===== config.mk =====
export PLATFORM = sky130hd
export DESIGN_NAME = acs_error_recovery_16
export DESIGN_NICKNAME = d
export VERILOG_FILES = /design/src/rtl/acs_error_recovery_16.sv
export SDC_FILE = /design/constraint.sdc
export NUM_CORES = 1
export LEC_CHECK = 0
export BUFFER_PORTS_ARGS = -buffer_cell sky130_fd_sc_hd__clkbuf_2
export CAP_MARGIN = 20
export CORE_ASPECT_RATIO = 0.8
export CORE_MARGIN = 5
export CORE_UTILIZATION = 50
export DETAILED_ROUTE_END_ITERATION = 12
export GPL_TIMING_DRIVEN = 0
export PLACE_DENSITY = 0.73
export SYNTH_ARGS = -nofsm -noshare
export SYNTH_HDL_FRONTEND = slang
export SYNTH_SLANG_ARGS = --single-unit

===== constraint.sdc =====
create_clock -name clk -period 4.4 [get_ports clk]
set_input_delay 0.22 -clock clk [delete_from_list [all_inputs] [get_ports clk]]
set_output_delay 0.22 -clock clk [all_outputs]
set_load 0.005 [all_outputs]

===== src/rtl/acs_error_recovery_16.sv =====
// acs_error_recovery_16: windowed-carry speculative adder with one-cycle exact correction on detected speculation risk
module acs_error_recovery_16 #(
  parameter int WIDTH  = 16,
  parameter int WINDOW = 4,
  parameter int CNT_W  = 16
) (
  input  logic             clk,
  input  logic             rst_n,
  input  logic             in_valid,
  output logic             in_ready,
  input  logic [WIDTH-1:0] a,
  input  logic [WIDTH-1:0] b,
  output logic             out_valid,
  input  logic             out_ready,
  output logic [WIDTH-1:0] sum,
  output logic             cout,
  output logic             err_flag,
  output logic [CNT_W-1:0] err_count
);
  typedef enum logic [1:0] {IDLE, SPEC, CORR, DONE} state_t;
  state_t state;
  logic [WIDTH-1:0] a_r, b_r, p, g, spec_sum, ex_sum;
  logic spec_cout, ex_cout, det, carry;
  assign p = a_r ^ b_r;
  assign g = a_r & b_r;
  assign {ex_cout, ex_sum} = {1'b0, a_r} + {1'b0, b_r};
  // Speculative sum: each bit's carry sees only the WINDOW bits below it, starting from carry-in 0
  always_comb begin
    spec_sum = '0;
    spec_cout = 1'b0;
    carry = 1'b0;
    for (int i = 0; i <= WIDTH; i++) begin
      carry = 1'b0;
      for (int j = 0; j < WIDTH; j++)
        if (j < i && j + WINDOW >= i) carry = g[j] | (p[j] & carry);
      if (i < WIDTH) spec_sum[i] = p[i] ^ carry;
      else spec_cout = carry;
    end
  end
  // Detector: a WINDOW-long propagate run above bit 0 may carry a truncated chain, so force correction
  always_comb begin
    det = 1'b0;
    for (int k = 1; k + WINDOW - 1 <= WIDTH - 1; k++) det = det | (&p[k +: WINDOW]);
  end
  // Control FSM with registered handshake and result outputs
  always_ff @(posedge clk or negedge rst_n) begin
    if (!rst_n) begin
      state <= IDLE;
      in_ready <= 1'b1;
      out_valid <= 1'b0;
      sum <= '0;
      cout <= 1'b0;
      err_flag <= 1'b0;
      err_count <= '0;
      a_r <= '0;
      b_r <= '0;
    end else begin
      case (state)
        IDLE: if (in_valid) begin
          a_r <= a;
          b_r <= b;
          in_ready <= 1'b0;
          state <= SPEC;
        end
        SPEC: if (det) state <= CORR;
        else begin
          sum <= spec_sum;
          cout <= spec_cout;
          err_flag <= 1'b0;
          out_valid <= 1'b1;
          state <= DONE;
        end
        CORR: begin
          sum <= ex_sum;
          cout <= ex_cout;
          err_flag <= 1'b1;
          err_count <= &err_count ? err_count : err_count + 1'b1;
          out_valid <= 1'b1;
          state <= DONE;
        end
        default: if (out_ready) begin
          out_valid <= 1'b0;
          in_ready <= 1'b1;
          state <= IDLE;
        end
      endcase
    end
  end
endmodule


==> results.md, run 1 <==
* Status: finished clean
* Starting DRT DRC Count at 100
* DRC violations left at 0
* Crit path launch type: register
* Initial antenna violation count at 0
* Vias in the first global route at roughly 3.3k
* Later-pin clock latency in the skew report at roughly 0.35 ns
* Core Rows at 29
* # nets final at ~530
* Max Clk Rate at around 0.42 GHz
* Number of antenna diodes at 0
* Synth Area per Inst at roughly 11 um2
* RSZ-0062 raised after global routing: false
* Setup Total Neg Slack at 0 ns
* R2R cell count at 10
* PortBufs at a little over 70
* GRT Overall Usage at about a fifth
* Final GP Congestion at roughly 0.87
* Via count at approximately 3.2k
* Global-route wire length before repair at approximately 16 mm
* Pwr/cell area at approximately 900 nW/um2
* Cell variety after synth at 61
* DP Worst Slack at between 2 and 2.5 ns
* Crit Path Class: reg2reg
* Seq cells post-synth at 70
* Total of max-cap violations at 0
* Ratio of cells with drive above 1 in the final layout at between 30% and 40%
* Area of the core at about 8000 um2
* Die ar. at 10000 um2
* Register area at 1750 um2
* Final ANT Viol Nets at 0
* H-tree lvl count at 3
* Worst-path clk slew at 0.08 ns
* CTS resizes at 0
* Slew Limit Headroom at 55.2%
* Syn Inst Count at 381
* Final Cycle Share at approximately 55%
* Worst-margin pin slew at between 0.6 and 0.7 ns
* Hpwl dp at around 7 mm
* # IOs at a little over 70
* CTS Buf Count at 9
* Clock sink count at 70
* Critical Path RT at between 4 and 5 ns
* Post-DP Area at about 4600 um2
* Maximum fanout along the worst path at 4
* Die Wd at ~110 um
* Root Driver: clkbuf_8
* Critical Path AT at 2.63 ns
* Crit path to: sum[4]$_DFFE_PN0P_
* Drt total wl at about 9.2 mm
* Final setup viols at 0
* Worst Hold Class: in2reg
* Grt ovf at 0
* DR WL/cell at 15.9 um
* Worst reg2reg setup slack at ~2 ns
* First-pass iteration count of the detailed router at 4
* Post-CTS setup buffers at 0
* Number of synthesized flops with an enable pin at 0
* Hold_ws at slightly below 0.1 ns
* Final worst setup slack at 2.00 ns
* R2R Path End: sum[4]$_DFFE_PN0P_
* Final Max Tran Viols at 0
* Most used DFF post-synth: dfrtp_1
* Hold Path Origin: b[12]
* Mapped Area at 4050 um2
* Min cycle time layout at around 2.4 ns
* Die H at between 90 and 100 um
* Clock skew at slightly above 0.009 ns
* Final Hold Vio Count at 0
* Area used by multi-input combinational logic at 2120 um2
* Critical register-to-register path startpoint: a_r[0]$_DFFE_PN0P_
* Synth async-reset ratio at 100%
* CTS Buffer Depth at 2
* Vias per cell at around 5.5
* Layout area overhead at 18.4%
* Warnings from Yosys at 0
* Final Cell Area at 4800 um2
* Leakage at between 2 and 2.5 nW
* CTS hold repair buffers at 1
* Critical path startpoint: a_r[0]$_DFFE_PN0P_
* Largest net degree at the start of global routing at 42
* CTS tree: done
* Starting density of the core at approximately half
* Crit end category: register
* FILL cells at just over 700
* Net Count, Synth at roughly 440
* VDD IR-drop max at 0.394 mV
* Total power at approximately 0.0043 W
* Sequential-to-total area share from yosys stat at ~43%
## where the power goes
part	switching, W	total, W	internal, W
Combinational	0.00143	0.00257	0.00114
Clock	0.000248	0.000584	0.000336
Sequential	0.000198	0.00114	0.000944
## Yosys cell counts (3+ instances only)
| library cell | n | area, um2 |
|---|---|---|
| buf_1 | 4 | 15.0 |
| fa_1 | 3 | 60.1 |
| nand3_1 | 14 | 70.1 |
| dfrtp_1 | 69 | 1730 |
| inv_1 | 16 | 60.1 |
| o31ai_1 | 4 | 30.0 |
| buf_6 | 4 | 45.0 |
| o21ai_0 | 18 | 90.1 |
| nand2_1 | 31 | 116 |
| and4_1 | 8 | 70.1 |
| nor3_1 | 4 | 20.0 |
| nor2_1 | 16 | 60.1 |
| xor2_1 | 10 | 87.6 |
| and2_1 | 3 | 18.8 |
| a211oi_1 | 4 | 30.0 |
| and3_1 | 7 | 43.8 |
| mux2_2 | 37 | 417 |
| xnor2_1 | 9 | 78.8 |
| a21oi_1 | 23 | 115 |
| a21o_1 | 6 | 45.0 |
| ha_1 | 21 | 263 |
| nand4_1 | 7 | 43.8 |
| o221ai_1 | 3 | 26.3 |
| buf_2 | 9 | 45.0 |
| o211ai_1 | 6 | 45.0 |
| o21a_1 | 4 | 30.0 |
## cell families (layout without fill, tap and decap cells)
family	count (synthesis)	count (layout)	synth area share (%)
AND/OR/NAND/NOR	99	99	12.5
AO/OA/AOI/OAI	95	95	17.1
flip-flops	70	70	43.3
multiplexers	39	39	10.8
buffers and inverters	35	124	4.29
adder cells (fa/ha/maj)	24	24	7.97
XOR/XNOR	19	19	4.11
## sequential cells by signal (all words and copies together) (netlist names)
name / count
b_r: 16
a_r: 16
cout: 1
out_valid: 1
in_ready: 1
err_flag: 1
sum: 16
err_count: 16
state: 2
## metrics by stage
stage,cells,util (%)
finish,578,60.6
global route,578,60.6
CTS,578,60.6
detailed placement,561,57.7
global placement,560,57.4
floorplan,381,-
## worst max-delay path, cell delays in order, from the launching register on
cell     delay, ns
dfrtp_1       0.38
ha_1          0.25
fa_1          0.47
inv_1         0.13
fa_1          0.16
inv_1         0.04
fa_1          0.35
nor2_1        0.11
a21oi_1       0.07
xnor2_1       0.22
o21ai_0       0.10
## how the worst min path moves through the flow
stage | slack, ns | endpoint | cells past startpoint
finish | 0.1 | b_r[12]$_DFFE_PN0P_ | 2
detailed placement | 0.21 | sum[4]$_DFFE_PN0P_ | 1
CTS | 0.09 | b_r[9]$_DFFE_PN0P_ | 2
global route | 0.09 | a_r[11]$_DFFE_PN0P_ | 2
floorplan | -0.08 | a_r[0]$_DFFE_PN0P_ | 0
global placement | 0.45 | b_r[14]$_DFFE_PN0P_ | 2
## cells in the final DEF (no fill, tap or decap), drive strengths merged, types with 4 or more instances in the layout
cell    netlist  layout
ha           21      21
and2          4       4
nand4         7       7
and4          8       8
clkbuf        2      84
o31ai         5       5
and3          7       7
a21oi        23      23
a21o          6       6
nor3          4       4
xor2         10      10
buf          17      18
o211ai        6       6
o21a          4       4
mux2         37      37
nand3        15      15
a211oi        4       4
nor2         16      16
nand2        31      31
inv          16      16
o21ai        18      18
xnor2         9       9
dfrtp        69      69
## per-layer routing
metal	GRT usage (%)	share of wire, %
met3	6.56	6.7
met2	30.2	45
met5	0	0
met4	6.77	1.5
met1	25.8	46
## layout make-up
| cell class | count | area share [%] |
|---|---|---|
| clock inverter | 5 | 1.72 |
| timing repair buffer | 73 | 8.09 |
| clock buffer | 11 | 2.95 |
| tap | 108 | 2.82 |
| inverter | 16 | 1.25 |
| buffer | 19 | 2.37 |
| multi-input combinational | 276 | 44.3 |
| sequential | 70 | 36.5 |
(Power assumes the default switching activity.)
==> run 2: changes to the inputs <==
--- a/config.mk
+++ b/config.mk
@@ -5,6 +5,7 @@
 export SDC_FILE = /design/constraint.sdc
 export NUM_CORES = 1
 export LEC_CHECK = 0
+export ABC_AREA = 1
 export BUFFER_PORTS_ARGS = -buffer_cell sky130_fd_sc_hd__clkbuf_2
 export CAP_MARGIN = 20
 export CORE_ASPECT_RATIO = 0.8
@@ -12,7 +13,7 @@
 export CORE_UTILIZATION = 50
 export DETAILED_ROUTE_END_ITERATION = 12
 export GPL_TIMING_DRIVEN = 0
-export PLACE_DENSITY = 0.73
+export PLACE_DENSITY = 0.75
 export SYNTH_ARGS = -nofsm -noshare
 export SYNTH_HDL_FRONTEND = slang
 export SYNTH_SLANG_ARGS = --single-unit
==> constraint.sdc (replaced) <==
create_clock -name clk -period 2.2 [get_ports clk]
set_input_delay 0.11 -clock clk [delete_from_list [all_inputs] [get_ports clk]]
set_output_delay 0.11 -clock clk [all_outputs]
set_load 0.005 [all_outputs]
==> run 2 against run 1 <==
Synthesized cell count rose by 24%. Wire length rose by 6.8%. Maximum frequency rose by 12%.
==> results.md, run 2 <==
* Clock skew at 0.00857 ns (-0.000594 ns)
* Synth Area per Inst at 8.53 um2 (-20%)
* Most common cell after layout, fill and taps aside: nand2_1
* Final ANT Viol Nets at 0 (unchanged)
* Worst Hold Class: in2reg
* Crit end category: register
* Initial antenna violation count at 0 (unchanged)
* DP Worst Slack at -0.131 ns (-2.16 ns)
* First-pass iteration count of the detailed router at 4 (unchanged)
* DR WL/cell at 13.9 um (-12%)
* Ratio of cells with drive above 1 in the final layout at 26.3% (-5.1 points)
* Later-pin clock latency in the skew report at 0.36 ns (about the same)
* Synth async-reset ratio at 100% (unchanged)
* Drt total wl at 9.80 mm (+6.8%)
* DRC violations left at 0 (unchanged)
* CTS tree: done
* Net Count, Synth at 534 (+21%)
* Crit path launch type: register
* Clock sink count at 70 (unchanged)
* Leakage at 2.66 nW (+17%)
* Layout area overhead at 27.4%
* Min cycle time layout at 2.14 ns (-0.266 ns)
* GRT Overall Usage at 21.0% (+1.5 points)
* Hpwl dp at 7.42 mm (+5.0%)
* Crit Path Class: reg2reg
* Synth top cells by count: 124 x nand2_1, 69 x dfrtp_1, 55 x nand3_1
* Max Clk Rate at 0.468 GHz (+12%)
* # nets final at 651 (+24%)
* CTS Buf Count at 9 (unchanged)
* PortBufs at 71 (unchanged)
* VDD IR-drop max at 0.852 mV (+120%)
* Warnings from Yosys at 0 (unchanged)
* Worst-path clk slew at 0.08 ns (about the same)
* Die Wd at 111 um (about the same)
* Most used DFF post-synth: dfrtp_1
* Root Driver: clkbuf_8
* Largest net degree at the start of global routing at 41 (-2.4%)
* Pwr/cell area at 1720 nW/um2 (+92%)
* Number of synthesized flops with an enable pin at 0 (unchanged)
* Global-route wire length before repair at 17.3 mm (+6.9%)
* # IOs at 72 (unchanged)
* Mapped Area at 4040 um2 (-0.19%)
* Die ar. at 9990 um2 (-0.17%)
* Starting DRT DRC Count at 214 (+110%)
* Final worst setup slack at 0.0624 ns (-1.93 ns)
* Syn Inst Count at 474 (+24%)
* Grt ovf at 0 (unchanged)
* Worst-margin pin slew at 0.561 ns (-0.110 ns)
* Sequential-to-total area share from yosys stat at 43.4% (+0.080 points)
* Vias in the first global route at 3651 (+9.3%)
* Fin util at 65.1% (+4.5 points)
* Total power at 0.00886 W (+110%)
* Starting density of the core at 51.1% (-0.095 points)
* H-tree lvl count at 3 (unchanged)
* Seq cells post-synth at 70 (unchanged)
* Final Cycle Share at 97.2% (+43 points)
* Final Hold Vio Count at 0 (unchanged)
* Critical Path RT at 2.50 ns (-2.13 ns)
* RSZ-0062 raised after global routing: true
* Maximum fanout along the worst path at 2 (-2)
* Total of max-cap violations at 0 (unchanged)
* Vias per cell at 5.07 (-8.5%)
* Synth area leader: dfrtp_1
* Final setup viols at 0 (unchanged)
* Slew Limit Headroom at 62.6% (+7.3 points)
* Via count at 3571 (+11%)
* Core Rows at 29 (unchanged)
* Die H at 90.4 um (about the same)
* Most frequent cell after synthesis: nand2_1
* Final Cell Area at 5150 um2 (+7.4%)
* Post-DP Area at 4560 um2 (-0.16%)
* Final GP Congestion at 0.883 (+1.2%)
* Area of the core at 7910 um2 (unchanged)
* Number of antenna diodes at 0 (unchanged)
* FILL cells at 691 (-2.0%)
* Cell variety after synth at 35 (-43%)
* Top-area cell type share of the netlist area at 42.7% (+0.079 points)
* CTS Buffer Depth at 2 (unchanged)
* Synth area leaders: dfrtp_1 43%, nand2_1 12%, mux2_2 8.4%
* Critical Path AT at 2.43 ns (-0.20 ns)
* Status: finished clean
* Hold_ws at 0.00965 ns (-0.0894 ns)
* Final Max Tran Viols at 0 (unchanged)
* Most frequent cells in the layout: 121 x nand2_1, 71 x clkbuf_2, 69 x dfrtp_1, 55 x nand3_1, 50 x inv_1
==> run 2: layer usage <==
metal	track usage, %	share of wire (%)	routed length (um)
met1	27.0	44	4320
met2	35.3	49	4780
met3	5.83	6.5	634
met4	5.13	0.69	68
met5	0	0	0
==> run 2: what timing repair did <==
action                                  4_1_cts  5_1_grt
gates cloned                                  0        0
endpoints found under the setup margin        2       23
hold endpoints to repair                     59        0
hold buffers                                 31        0
pin swaps                                     4        5
resized for setup                             6       15
setup buffers                                 2        1
==> run 2: layout make-up <==
type / count / area [um2] / share of cell area (%)
Clock inverter: 5 / 56.3 / 1.09
Inverter: 53 / 199 / 3.86
Multi-Input combinational cell: 341 / 2080 / 40.4
Timing Repair Buffer: 106 / 711 / 13.8
Buffer: 10 / 62.6 / 1.21
Tap cell: 108 / 135 / 2.62
Clock buffer: 11 / 151 / 2.94
Sequential cell: 70 / 1750 / 34.0
==> run 2: power breakdown <==
part / switching [W] / total [W] / internal [W]
registers: 0.000419 / 0.00231 / 0.00189
clock network: 0.000506 / 0.00109 / 0.000585
logic: 0.00320 / 0.00545 / 0.00226
==> run 2: cells by family (layout without fill, tap and decap cells) <==
group	Yosys count	in the layout	synth area share (%)
buffers and inverters	63	185	6.44
XOR/XNOR	17	17	3.68
AND/OR/NAND/NOR	235	235	25.1
AO/OA/AOI/OAI	34	34	4.83
adder cells (fa/ha/maj)	24	24	7.99
multiplexers	31	31	8.60
flip-flops	70	70	43.4
==> run 2: critical path, stage by stage (launching register included) <==
cell and delay, ns:
dfrtp_1 0.41, ha_4 0.18, fa_2 0.35, inv_2 0.06, fa_2 0.19, inv_2 0.04, fa_2 0.32, mux2i_1 0.19
xnor2_1 0.17, nand2_1 0.09, nand2_1 0.07
==> run 2: final timing paths <==
kind | startpoint | to | slack (ns) | cells past startpoint
setup / recovery | b_r[0]$_DFFE_PN0P_ | sum[4]$_DFFE_PN0P_ | 0.06 | 10
hold / removal | b[2] | b_r[2]$_DFFE_PN0P_ | 0.01 | 3
setup reg to reg | b_r[0]$_DFFE_PN0P_ | sum[4]$_DFFE_PN0P_ | 0.06 | 10
hold reg to reg | out_valid$_DFFE_PN0P_ | out_valid$_DFFE_PN0P_ | 0.49 | 2
max in group asynchronous | rst_n | sum[12]$_DFFE_PN0P_ | 1.37 | 3
min in group asynchronous | rst_n | state[1]$_DFFE_PN0P_ | 0.27 | 2
==> run 2: stage by stage <==
stage                     TNS [ns]  instances
final                            0        704
after floorplan                  0        474
after global placement     -0.0996        653
after detailed placement    -0.163        654
after CTS                        0        703
after global routing       -0.0290        704
==> run 3: changes to the inputs <==
==> constraint.sdc (replaced) <==
create_clock -name clk -period 2.2 [get_ports clk]
set_input_delay 0.22 -clock clk [delete_from_list [all_inputs] [get_ports clk]]
set_output_delay 0.22 -clock clk [all_outputs]
set_load 0.005 [all_outputs]
==> run 3 against run 2 <==
Cell count is 4.3% lower. Critical endpoint unchanged. Maximum frequency is 0.60% higher. Die area stayed put.
==> results.md, run 3 (synthesis gave the netlist of run 2 again) <==
* Status: finished clean
* Critical Path RT at 2.49 ns (about the same)
* Slowest stage delay, CP at 0.41 ns (about the same)
* CTS Buffer Depth at 2 (unchanged)
* Top delay family on crit path: adder cells
* Crit end category: register
* Largest net degree at the start of global routing at 41 (unchanged)
* Clock sink count at 70 (unchanged)
* Most common cell after layout, fill and taps aside: nand2_1
* Crit path launch type: register
* RSZ-0062 raised after global routing: true
* Max Clk Rate at 0.471 GHz (+0.60%)
* Slowest CP cell: dfrtp_1
* Final GP Congestion at 0.883 (unchanged)
* Initial antenna violation count at 0 (unchanged)
* Grt ovf at 0 (unchanged)
* Hpwl dp at 7.42 mm (unchanged)
* Crit Path Class: reg2reg
* Drt total wl at 9.57 mm (-2.4%)
* Cell breakdown of the critical path: ha_4, fa_2, inv_2, fa_2, inv_2, fa_2, mux2i_1, xnor2_1, nand2_1, nand2_1
* Ratio of cells with drive above 1 in the final layout at 27.7% (+1.4 points)
* Die ar. at 9990 um2 (unchanged)
* Worst path bufs/invs at 2 (unchanged)
* Worst-margin pin slew at 0.556 ns (-0.00529 ns)
* PortBufs at 71 (unchanged)
* Pwr/cell area at 1820 nW/um2 (+5.7%)
* Core Rows at 29 (unchanged)
* Via count at 3451 (-3.4%)
* Fin cells at 674 (-4.3%)
* Maximum fanout along the worst path at 2 (unchanged)
* Min cycle time layout at 2.12 ns (-0.0128 ns)
* Starting DRT DRC Count at 209 (-2.3%)
* Total power at 0.00882 W (-0.44%)
* Final ANT Viol Nets at 0 (unchanged)
* Register area at 1750 um2 (unchanged)
* Die H at 90.4 um (unchanged)
* Worst Hold Class: in2reg
* Area used by multi-input combinational logic at 2080 um2 (unchanged)
* CP most frequent cell: fa_2
* FILL cells at 736 (+6.5%)
* Final setup viols at 0 (unchanged)
* DRC violations left at 0 (unchanged)
* CTS tree: done
* Global-route wire length before repair at 16.8 mm (-2.6%)
* VDD IR-drop max at 0.847 mV (-0.63%)
* H-tree lvl count at 3 (unchanged)
* Most frequent cells in the layout: 121 x nand2_1, 71 x clkbuf_2, 69 x dfrtp_1, 55 x nand3_1, 50 x inv_1
* Die Wd at 111 um (unchanged)
* Leakage at 2.53 nW (-4.7%)
* Vias in the first global route at 3508 (-3.9%)
* Final Max Tran Viols at 0 (unchanged)
* Hold_ws at 0.0904 ns (+0.0807 ns)
* First-pass iteration count of the detailed router at 4 (unchanged)
* Worst-path clk slew at 0.08 ns (about the same)
* Post-Place Cells at 654 (unchanged)
* GRT Overall Usage at 20.5% (-0.49 points)
* Total of max-cap violations at 0 (unchanged)
* Later-pin clock latency in the skew report at 0.35 ns (about the same)
* CTS Buf Count at 9 (unchanged)
* DR WL/cell at 14.2 um (+2.0%)
* Final Hold Vio Count at 0 (unchanged)
* Starting density of the core at 51.1% (unchanged)
* Critical Path AT at 2.42 ns (about the same)
* Final Cycle Share at 96.6% (-0.58 points)
* Vias per cell at 5.12 (+0.94%)
* # nets final at 621 (-4.6%)
* Layout area overhead at 20.0%
* # IOs at 72 (unchanged)
* Number of antenna diodes at 0 (unchanged)
* Root Driver: clkbuf_8
* Clock skew at 0.00774 ns (-0.000836 ns)
* Area of the core at 7910 um2 (unchanged)
* Slew Limit Headroom at 62.9% (+0.35 points)
[run 3: repair_timing]
item	in CTS	in global routing
pin swaps	4	5
cloned	0	0
setup endpoints to repair	2	22
hold endpoints to repair	29	0
setup buffers	2	1
hold buffers	1	0
gates resized for setup	6	15
[run 3: area by class of cell]
class                      count  share of cell area (%)
sequential                    70                    36.1
clock buffer                  11                    3.12
timing repair buffer          76                    8.46
inverter                      53                    4.10
clock inverter                 5                    1.16
buffer                        10                    1.29
tap                          108                    2.79
multi-input combinational    341                    42.9
[run 3: metrics by stage]
step / setup TNS, ns / cell area (um2) / setup slack, ns / utilization (%)
2_1_floorplan: 0 / 4040 / 0.128 / -
3_3_place_gp: -0.0996 / 4530 / -0.0996 / 57.3
3_5_place_dp: -0.163 / 4560 / -0.131 / 57.6
4_1_cts: 0 / 4810 / 0.0279 / 60.8
5_1_grt: -0.0290 / 4850 / -0.0290 / 61.3
6_report: 0 / 4850 / 0.0752 / 61.3
[run 3: final timing paths]
path,start,endpoint,slack [ns],depth (start not counted)
max,b_r[0]$_DFFE_PN0P_,sum[4]$_DFFE_PN0P_,0.08,10
min,a[4],a_r[4]$_DFFE_PN0P_,0.09,2
max reg2reg,b_r[0]$_DFFE_PN0P_,sum[4]$_DFFE_PN0P_,0.08,10
min reg2reg,out_valid$_DFFE_PN0P_,out_valid$_DFFE_PN0P_,0.49,2
max in group asynchronous,rst_n,a_r[12]$_DFFE_PN0P_,1.25,3
min in group asynchronous,rst_n,state[1]$_DFFE_PN0P_,0.38,2
[run 3: power by group]
part,internal [W],total (W),switching [W]
Sequential,0.00189,0.00231,0.000417
Combinational,0.00222,0.00542,0.00319
Clock,0.000585,0.00109,0.000508
[run 3: per-layer routing]
| metal | GRT usage, % | vias up | wire, um |
|---|---|---|---|
| li1 | - | 1714 | - |
| met1 | 26.6 | 1624 | 4340 |
| met2 | 33.7 | 99 | 4580 |
| met3 | 6.16 | 14 | 548 |
| met4 | 5.13 | 0 | 101 |
| met5 | 0 | - | 0 |
[run 3: worst register-to-register path: cells and delay by family, from the launching register on]
kind / cells / cell delay (ns)
buf+inv: 2 / 0.10
flops: 1 / 0.41
fa+ha+maj: 4 / 1.04
xor+xnor: 1 / 0.17
mux: 1 / 0.18
simple gates: 2 / 0.15
